File: src/rtl/instr_loader.sv
// Byte-stream instruction loader: packs big-endian words into instruction memory, then releases CPU reset.
// Optional end-of-stream XOR checksum byte is enabled by defining INSTR_LOADER_CHECKSUM_EN.
module instr_loader #(
   parameter int DEPTH = 256
) (
   input  logic        clk_i,
   input  logic        rst_i,
   input  logic        start_i,
   input  logic [15:0] len_i,
   input  logic        byte_valid_i,
   input  logic [7:0]  byte_data_i,
   output logic        byte_ready_o,
   output logic        im_we_o,
   output logic [31:0] im_addr_o,
   output logic [31:0] im_data_o,
   output logic        cpu_rst_o,
   output logic        busy_o,
   output logic        done_o,
   output logic        err_o
);

   localparam logic [2:0] S_IDLE  = 3'd0;
   localparam logic [2:0] S_LOAD  = 3'd1;
   localparam logic [2:0] S_CHECK = 3'd2;
   localparam logic [2:0] S_DONE  = 3'd3;
   localparam logic [2:0] S_ERR   = 3'd4;

   localparam logic [31:0] L_DEPTH = 32'(DEPTH);

   logic [2:0]  r_state;
   logic [1:0]  r_byte_cnt;
   logic [15:0] r_word_cnt;
   logic [15:0] r_len;
   logic [23:0] r_asm;
   logic        r_we;
   logic [31:0] r_addr;
   logic [31:0] r_data;
`ifdef INSTR_LOADER_CHECKSUM_EN
   logic [7:0]  r_xor;
`endif

   logic [15:0] w_len_eff;
   logic        w_xfer;
   logic        w_start_ok;
   logic        w_last_word;

   assign w_len_eff   = ({16'd0, len_i} > L_DEPTH) ? L_DEPTH[15:0] : len_i;
   assign w_xfer      = byte_valid_i & byte_ready_o;
   assign w_last_word = (r_word_cnt + 16'd1) == r_len;

`ifdef INSTR_LOADER_CHECKSUM_EN
   assign w_start_ok   = start_i & ((r_state == S_IDLE) | (r_state == S_DONE) | (r_state == S_ERR));
   assign byte_ready_o = ((r_state == S_LOAD) & (r_len != 16'd0)) | (r_state == S_CHECK);
   assign err_o        = (r_state == S_ERR);
`else
   assign w_start_ok   = start_i & ((r_state == S_IDLE) | (r_state == S_DONE));
   assign byte_ready_o = (r_state == S_LOAD) & (r_len != 16'd0);
   assign err_o        = 1'b0;
`endif

   assign busy_o    = (r_state == S_LOAD) | (r_state == S_CHECK);
   assign done_o    = (r_state == S_DONE);
   assign cpu_rst_o = (r_state == S_DONE);
   assign im_we_o   = r_we;
   assign im_addr_o = r_addr;
   assign im_data_o = r_data;

   always_ff @(posedge clk_i or negedge rst_i) begin
      if (!rst_i) begin
         r_state    <= S_IDLE;
         r_byte_cnt <= 2'd0;
         r_word_cnt <= 16'd0;
         r_len      <= 16'd0;
         r_asm      <= 24'd0;
         r_we       <= 1'b0;
         r_addr     <= 32'd0;
         r_data     <= 32'd0;
`ifdef INSTR_LOADER_CHECKSUM_EN
         r_xor      <= 8'd0;
`endif
      end else begin
         r_we <= 1'b0;
         if (w_start_ok) begin
            r_state    <= S_LOAD;
            r_byte_cnt <= 2'd0;
            r_word_cnt <= 16'd0;
            r_len      <= w_len_eff;
`ifdef INSTR_LOADER_CHECKSUM_EN
            r_xor      <= 8'd0;
`endif
         end else begin
            case (r_state)
               S_LOAD: begin
                  if (r_len == 16'd0) begin
                     r_state <= S_DONE;
                  end else if (w_xfer) begin
`ifdef INSTR_LOADER_CHECKSUM_EN
                     r_xor <= r_xor ^ byte_data_i;
`endif
                     r_byte_cnt <= r_byte_cnt + 2'd1;
                     if (r_byte_cnt == 2'd3) begin
                        // Output word register is separate so assembly continues during the write cycle.
                        r_we       <= 1'b1;
                        r_addr     <= {14'd0, r_word_cnt, 2'b00};
                        r_data     <= {r_asm, byte_data_i};
                        r_word_cnt <= r_word_cnt + 16'd1;
                        if (w_last_word) begin
`ifdef INSTR_LOADER_CHECKSUM_EN
                           r_state <= S_CHECK;
`else
                           r_state <= S_DONE;
`endif
                        end
                     end else begin
                        r_asm <= {r_asm[15:0], byte_data_i};
                     end
                  end
               end
`ifdef INSTR_LOADER_CHECKSUM_EN
               S_CHECK: begin
                  if (w_xfer) begin
                     r_state <= (byte_data_i == r_xor) ? S_DONE : S_ERR;
                  end
               end
               S_ERR: r_state <= S_ERR;
`endif
               S_IDLE: r_state <= S_IDLE;
               S_DONE: r_state <= S_DONE;
               default: r_state <= S_IDLE;
            endcase
         end
      end
   end

endmodule

File: config.mk
export PLATFORM = sky130hd
export DESIGN_NAME = instr_loader
export DESIGN_NICKNAME = d
export VERILOG_FILES = /design/src/rtl/instr_loader.sv
export SDC_FILE = /design/constraint.sdc
export NUM_CORES = 1
export LEC_CHECK = 0
export CAP_MARGIN = 20
export CORE_MARGIN = 1
export CORE_UTILIZATION = 52
export DETAILED_ROUTE_END_ITERATION = 7
export HOLD_SLACK_MARGIN = 0.02
export PLACE_DENSITY = 0.8
export REMOVE_ABC_BUFFERS = 1
export SETUP_SLACK_MARGIN = 0.1
export SYNTH_ARGS = -nofsm -noshare
export SYNTH_HDL_FRONTEND = slang
export SYNTH_SLANG_ARGS = --single-unit
File: constraint.sdc
create_clock -name clk_i -period 2.35 [get_ports clk_i]
set_input_delay 0.705 -clock clk_i [delete_from_list [all_inputs] [get_ports clk_i]]
set_output_delay 0.705 -clock clk_i [all_outputs]
set_load 0.005 [all_outputs]
==> impl_metrics.toml, run 1 <==
[sta]
max_freq_mhz = 443
tightest_slew_ps = 601
setup_tns_ps = 0
min_period_over_period_pct = 96.1
report.final.setup_viol = 0
finClkSkew_ps = 11.9
worst_slack_ps = 92.1
slew_violations = 0
relSlewSlack_pct = 59.9
hold_viol_final = 0
rsz0062_at_grt = "yes"
period_needed_ps = 2260

[global_routing]
antenna_found_initial = 0
grt_pass1_vias = 3432
grt_max_degree = 48
grt_usage_pct = 20.9
grt_overflow = 0
grt_pass1_wl_microns = 16600

[synthesis]
synthCells = 406
seq_area_frac_synth_pct = 53.2
netlist_area_sq_mm = 0.00512
syn_avg_cell_area_sq_um = 12.6
synth-xor-area-share_pct = 5.98
async_flop_share_pct = 100
synth-compound-area-share_pct = 4.20
synth_top_family_by_area = "multiplexers"
ys_ff_latch = 109
muxShareOfSynthArea_pct = 17.0
yosys_most_used_dff = "dfrtp_1"
yosysWarnings = 0
synth-simple-area-share_pct = 11.7
synth_fa_ha_area_share_pct = 1.22
synth-edff-count = 0
netlist-cell-type-count = 46

[die]
die_height_microns = 101
die_area_sq_mm = 0.0103
ioPinCount = 98
rows = 35
core_area_sq_mm = 0.00937
fp.dieW_microns = 101
initial_utilization_pct = 54.7

[setup_path]
reg2reg_depth = 9
worstReg2RegStart = "r_len[1]"
path_cells = "nor4_4, buf_4, nand4_4, nand2_2, inv_1, buf_2"
r2r_setup_slack_ps = 250
worstPathRequired_ps = 1640
end_kind = "output port"
critPathSlowestCell = "dfrtp_1"
slowest_delay_ps = 420
criticalPathCategory = "reg -> out"
start_kind = "register"
r2r_end = "im_data_o[18]"
path_max_fanout = 2
crit_arrival_ps = 1550

[drt]
wirelength_microns = 9840
vias_per_cell = 5.22
dr.first_iter.drc_count = 143
wl_per_cell_microns = 15.4
drc_errors = 0
first_pass_iters = 4
antenna_left = 0
via_count = 3325

[place]
place_ws_ps = -101
globalplace.congestion = 0.884
dpl_cell_area_sq_mm = 0.00609
hpwl_microns = 6980
port_buffers = 80

[clock_network]
cts_root_buf = "clkbuf_8"
clk_pin_slew_ps = 100
cts-buffers-inserted = 9
cts.sinks = 109
cts_hold_buf = 0
htreeDepth = 3
tritoncts = "yes"
cts_buffer_depth = 2
clk_latency_ps = 370

[power]
fin_total_pwr_mw = 5.93
leakagePower_nw = 2.88
powerDensity_mw_per_mm2 = 924
vdd_ir_drop_max_v = 0.000667

[final_layout]
syn2layout_area_growth_pct = 25.3
layout-drive-gt1-share_pct = 27.0
final_common_cell = "dfrtp_1"
final_cell_mix = "dfrtp_1 (108), clkdlybuf4s50_1 (75), mux2_2 (63), buf_4 (28), nor2_1 (25)"
design_area_sq_mm = 0.00642
n_antenna_cell = 0
final_nets = 536

[job]
maxCapViolCount = 0

[run_status]
status = "complete, no violations"

[hold_path]
min_path_type = "in -> async"
## area by class of cell
type | count | area (sq um)
inverter | 10 | 37.5
timing repair buffer | 112 | 1080
sequential | 109 | 2730
clock inverter | 7 | 67.6
fill | 705 | 2950
clock buffer | 9 | 124
multi-input combinational | 261 | 2210
tap | 129 | 161
## state kept, by name (all words and copies together), names as in the netlist
| register | count |
|---|---|
| im_data_o | 32 |
| r_asm | 24 |
| im_addr_o | 16 |
| r_len | 16 |
| r_word_cnt | 16 |
| r_byte_cnt | 2 |
| r_state | 2 |
| im_we_o | 1 |
## cells in the mapped netlist, types with 8 or more instances
| master | n | area share [%] |
|---|---|---|
| a22o_1 | 8 | 1.4 |
| buf_4 | 20 | 2.9 |
| buf_6 | 8 | 1.8 |
| dfrtp_1 | 109 | 53 |
| inv_1 | 10 | 0.73 |
| mux2_1 | 9 | 2.0 |
| mux2_2 | 63 | 14 |
| nand2_1 | 14 | 1.0 |
| nand4_1 | 9 | 1.1 |
| nor2_1 | 25 | 1.8 |
| nor3_1 | 9 | 0.88 |
| nor4_1 | 9 | 1.1 |
| xnor2_1 | 20 | 3.4 |
| xor2_1 | 15 | 2.6 |
## stage by stage
| stage | std cells | util, % | hold slack (ps) |
|---|---|---|---|
| after floorplan | 380 | - | 409 |
| after global placement | 615 | 65.0 | 472 |
| after detailed placement | 615 | 65.0 | 480 |
| after CTS | 636 | 68.0 | 344 |
| after global routing | 637 | 68.5 | 362 |
| final | 637 | 68.5 | 326 |
## where the power goes
part	switching [mW]	internal, mW	total (mW)	leakage [nW]
registers	0.389	2.45	2.84	1.37
clock network	0.673	0.411	1.08	0.0989
logic	0.692	1.31	2.01	1.40
total	1.75	4.18	5.93	2.88
## kinds of logic (layout without fill, tap and decap cells)
| kind of cell | Yosys count | after routing |
|---|---|---|
| AO/OA/AOI/OAI | 27 | 27 |
| XOR/XNOR | 35 | 35 |
| adder cells (fa/ha/maj) | 5 | 5 |
| buffers and inverters | 52 | 138 |
| flip-flops | 109 | 109 |
| multiplexers | 78 | 78 |
| other | 1 | 17 |
| AND/OR/NAND/NOR | 99 | 99 |
## routing by layer
layer	wire, microns	GRT usage (%)	vias to the layer above
met3	310	3.66	20
met1	4280	27.2	1660
met2	5020	35.1	76
met4	228	7.92	0
met5	0	0	-
li1	-	-	1569
## worst max-delay path by stage
stage               startpoint             to  slack (ps)
floorplan           r_state[0]  im_addr_o[17]        -590
global placement       start_i  im_data_o[29]         -60
detailed placement     start_i   im_data_o[7]        -100
CTS                   r_len[6]   byte_ready_o          50
global route          r_len[1]   byte_ready_o         -10
finish                r_len[1]   byte_ready_o          90
## critical path: cells and delay by family, from the launching register on
kind | cells | cell delay, ps
buffers and inverters | 3 | 310
DFF | 1 | 420
and+or+nand+nor | 3 | 450
## repair_timing
action                                  CTS  global route
endpoints found under the hold margin     0             0
gates cloned                              0             0
pin swaps                                 2             1
setup buffers                             5             1
gates resized for setup                  16             6
endpoints found under the setup margin   14            23
Note: power is estimated with default switching activity, not from simulation.
==> run 2, diff against run 1 <==
ABC_AREA = 1   (was unset)
CTS_CLUSTER_SIZE = 14   (was unset)
==> impl_metrics.toml, run 2 <==
[synthesis]
yosys_most_used_dff = "dfrtp_1"
seq_area_frac_synth_pct = 53.7
synth_area_leaders = "dfrtp_1 (54%), nand2_1 (13%), inv_1 (4.8%), o21ai_0 (4.4%), nand3_1 (4.1%)"
netlist-cell-type-count = 31
async_flop_share_pct = 100
ys_top_cells_by_count = "nand2_1 (177), dfrtp_1 (109), inv_1 (65)"
synth-edff-count = 0
yosysWarnings = 0
yosys.area.top_type = "dfrtp_1"
synthCells = 607
yosysMostFrequentCell = "nand2_1"
ys_ff_latch = 109
netlist_area_sq_mm = 0.00508
synth_top_area_share_pct = 53.7
syn_avg_cell_area_sq_um = 8.38

[clock_network]
tritoncts = "yes"
cts_hold_buf = 0
cts-buffers-inserted = 9
cts.sinks = 109
cts_root_buf = "clkbuf_8"
clk_latency_ps = 370
clk_pin_slew_ps = 110
htreeDepth = 3
cts_buffer_depth = 2

[setup_path]
crit_arrival_ps = 1440
start_kind = "register"
end_kind = "output port"
criticalPathCategory = "reg -> out"
reg2reg_depth = 16
cp-endpoint = "byte_ready_o"
worst_path_most_repeated_cell = "nand2_2"
slowest_delay_ps = 400
crit_path_start = "r_len[13]"
r2r_setup_slack_ps = 260
worstReg2RegStart = "r_word_cnt[0]"
critPathSlowestCell = "dfrtp_1"
path_cells = "nor2_1, nand2_1, nor2_2, nand2_2, nand2_2, inv_1, clkbuf_2"
path_max_fanout = 2
worstPathRequired_ps = 1640
r2r_end = "r_state[0]"

[final_layout]
syn2layout_area_growth_pct = 23.9
n_antenna_cell = 0
layout-drive-gt1-share_pct = 10.2
fin_cells = 833
final_nets = 732
design_area_sq_mm = 0.00630
final_common_cell = "nand2_1"
final_cell_mix = "nand2_1 (176), dfrtp_1 (109), clkdlybuf4s50_1 (75), inv_1 (65), o21ai_0 (45)"
largest_register_ffs = 32

[job]
maxCapViolCount = 0

[sta]
period_needed_ps = 2140
max_freq_mhz = 467
finClkSkew_ps = 11.0
slew_violations = 0
hold_viol_final = 0
setup_tns_ps = 0
rsz0062_at_grt = "no"
min_period_over_period_pct = 91.2
report.final.setup_viol = 0

[place]
dp_cells = 804
globalplace.congestion = 0.863
dpl_cell_area_sq_mm = 0.00599
hpwl_microns = 7540
port_buffers = 80

[drt]
antenna_left = 0
wl_per_cell_microns = 12.9
via_count = 4200
wirelength_microns = 10800
vias_per_cell = 5.04
dr.first_iter.drc_count = 267
first_pass_iters = 5
drc_errors = 0

[die]
initial_utilization_pct = 54.2
core_area_sq_mm = 0.00937
rows = 35
ioPinCount = 98
die_area_sq_mm = 0.0102
fp.dieW_microns = 101
die_height_microns = 101

[global_routing]
antenna_found_initial = 0
grt_overflow = 0
grt_max_degree = 49
grt_usage_pct = 23.0
grt_pass1_wl_microns = 18200
grt_pass1_vias = 3969

[run_status]
status = "complete, no violations"

[hold_path]
min_path_type = "in -> async"

[power]
powerDensity_mw_per_mm2 = 835
vdd_ir_drop_max_v = 0.000473
leakagePower_nw = 2.96
run 2: cell count changes after synthesis, moves of 19 or more:
cell and delta:
nand2_1 +163, mux2_2 -63, inv_1 +55, o21ai_0 +45
nand3_1 +37, o21ai_1 +30, xnor2_1 -19
run 2: worst min-delay path by stage:
| stage | start | to | slack [ps] | depth (start not counted) |
|---|---|---|---|---|
| 5_1_grt | rst_i | r_asm[4] | 290 | 1 |
| 3_5_place_dp | im_data_o[1] | im_data_o[1] | 460 | 2 |
| 3_3_place_gp | im_data_o[1] | im_data_o[1] | 450 | 2 |
| 2_1_floorplan | rst_i | im_addr_o[10] | 410 | 0 |
| 6_report | rst_i | r_asm[4] | 280 | 1 |
| 4_1_cts | rst_i | r_asm[4] | 280 | 1 |
run 2: logic make-up after synthesis:
family / count (synthesis) / synth area share (%)
AO/OA/AOI/OAI: 94 / 9.87
XOR/XNOR: 2 / 0.345
adder cells (fa/ha/maj): 5 / 1.23
buffers and inverters: 107 / 10.1
flip-flops: 109 / 53.7
other: 1 / 0.0738
AND/OR/NAND/NOR: 289 / 24.7
run 2: critical path: cells and delay by family, from the launching register on:
family                 cells  cell delay [ps]
buffers and inverters      2              140
flip-flops                 1              400
AND/OR/NAND/NOR            5              530
run 2: routing by layer:
layer / share of wire (%) / track usage [%] / vias to the layer above
met2: 49 / 37.7 / 138
met3: 4.9 / 4.37 / 16
li1: - / - / 2089
met5: 0 / 0 / -
met4: 1.5 / 6.80 / 0
met1: 45 / 31.3 / 1957
run 2: timing repair:
action | CTS | global route
pin swaps | 4 | 6
gates resized for setup | 6 | 5
buffers inserted | 8 | 5
setup endpoints to repair | 4 | 3
run 2: power by group:
| part | switching (mW) | internal (mW) |
|---|---|---|
| Sequential | 0.214 | 2.29 |
| Clock | 0.675 | 0.517 |
| Combinational | 0.795 | 0.771 |
run 2: through the flow:
step | hold WS (ps) | setup slack [ps] | total power, mW | util, %
finish | 280 | 208 | 5.26 | 67.2
global route | 288 | 100 | 5.59 | 67.2
CTS | 280 | 107 | 5.27 | 66.7
detailed placement | 458 | -89.8 | 4.07 | 63.9
global placement | 453 | 25.9 | 3.99 | 63.9
floorplan | 409 | -412 | 3.22 | -
run 2: cell type report:
type | instances | area [sq um]
Multi-Input combinational cell | 407 | 1920
Timing Repair Buffer | 103 | 1020
Sequential cell | 109 | 2730
Fill cell | 800 | 3070
Tap cell | 129 | 161
Clock buffer | 10 | 128
Inverter | 69 | 259
Clock inverter | 6 | 78.8
==> run 3, diff against run 2 <==
CTS_CLUSTER_DIAMETER = 100   (was unset)
==> results of run 3 <==
No change in the layout: final DEF, timing and power equal those of run 2.
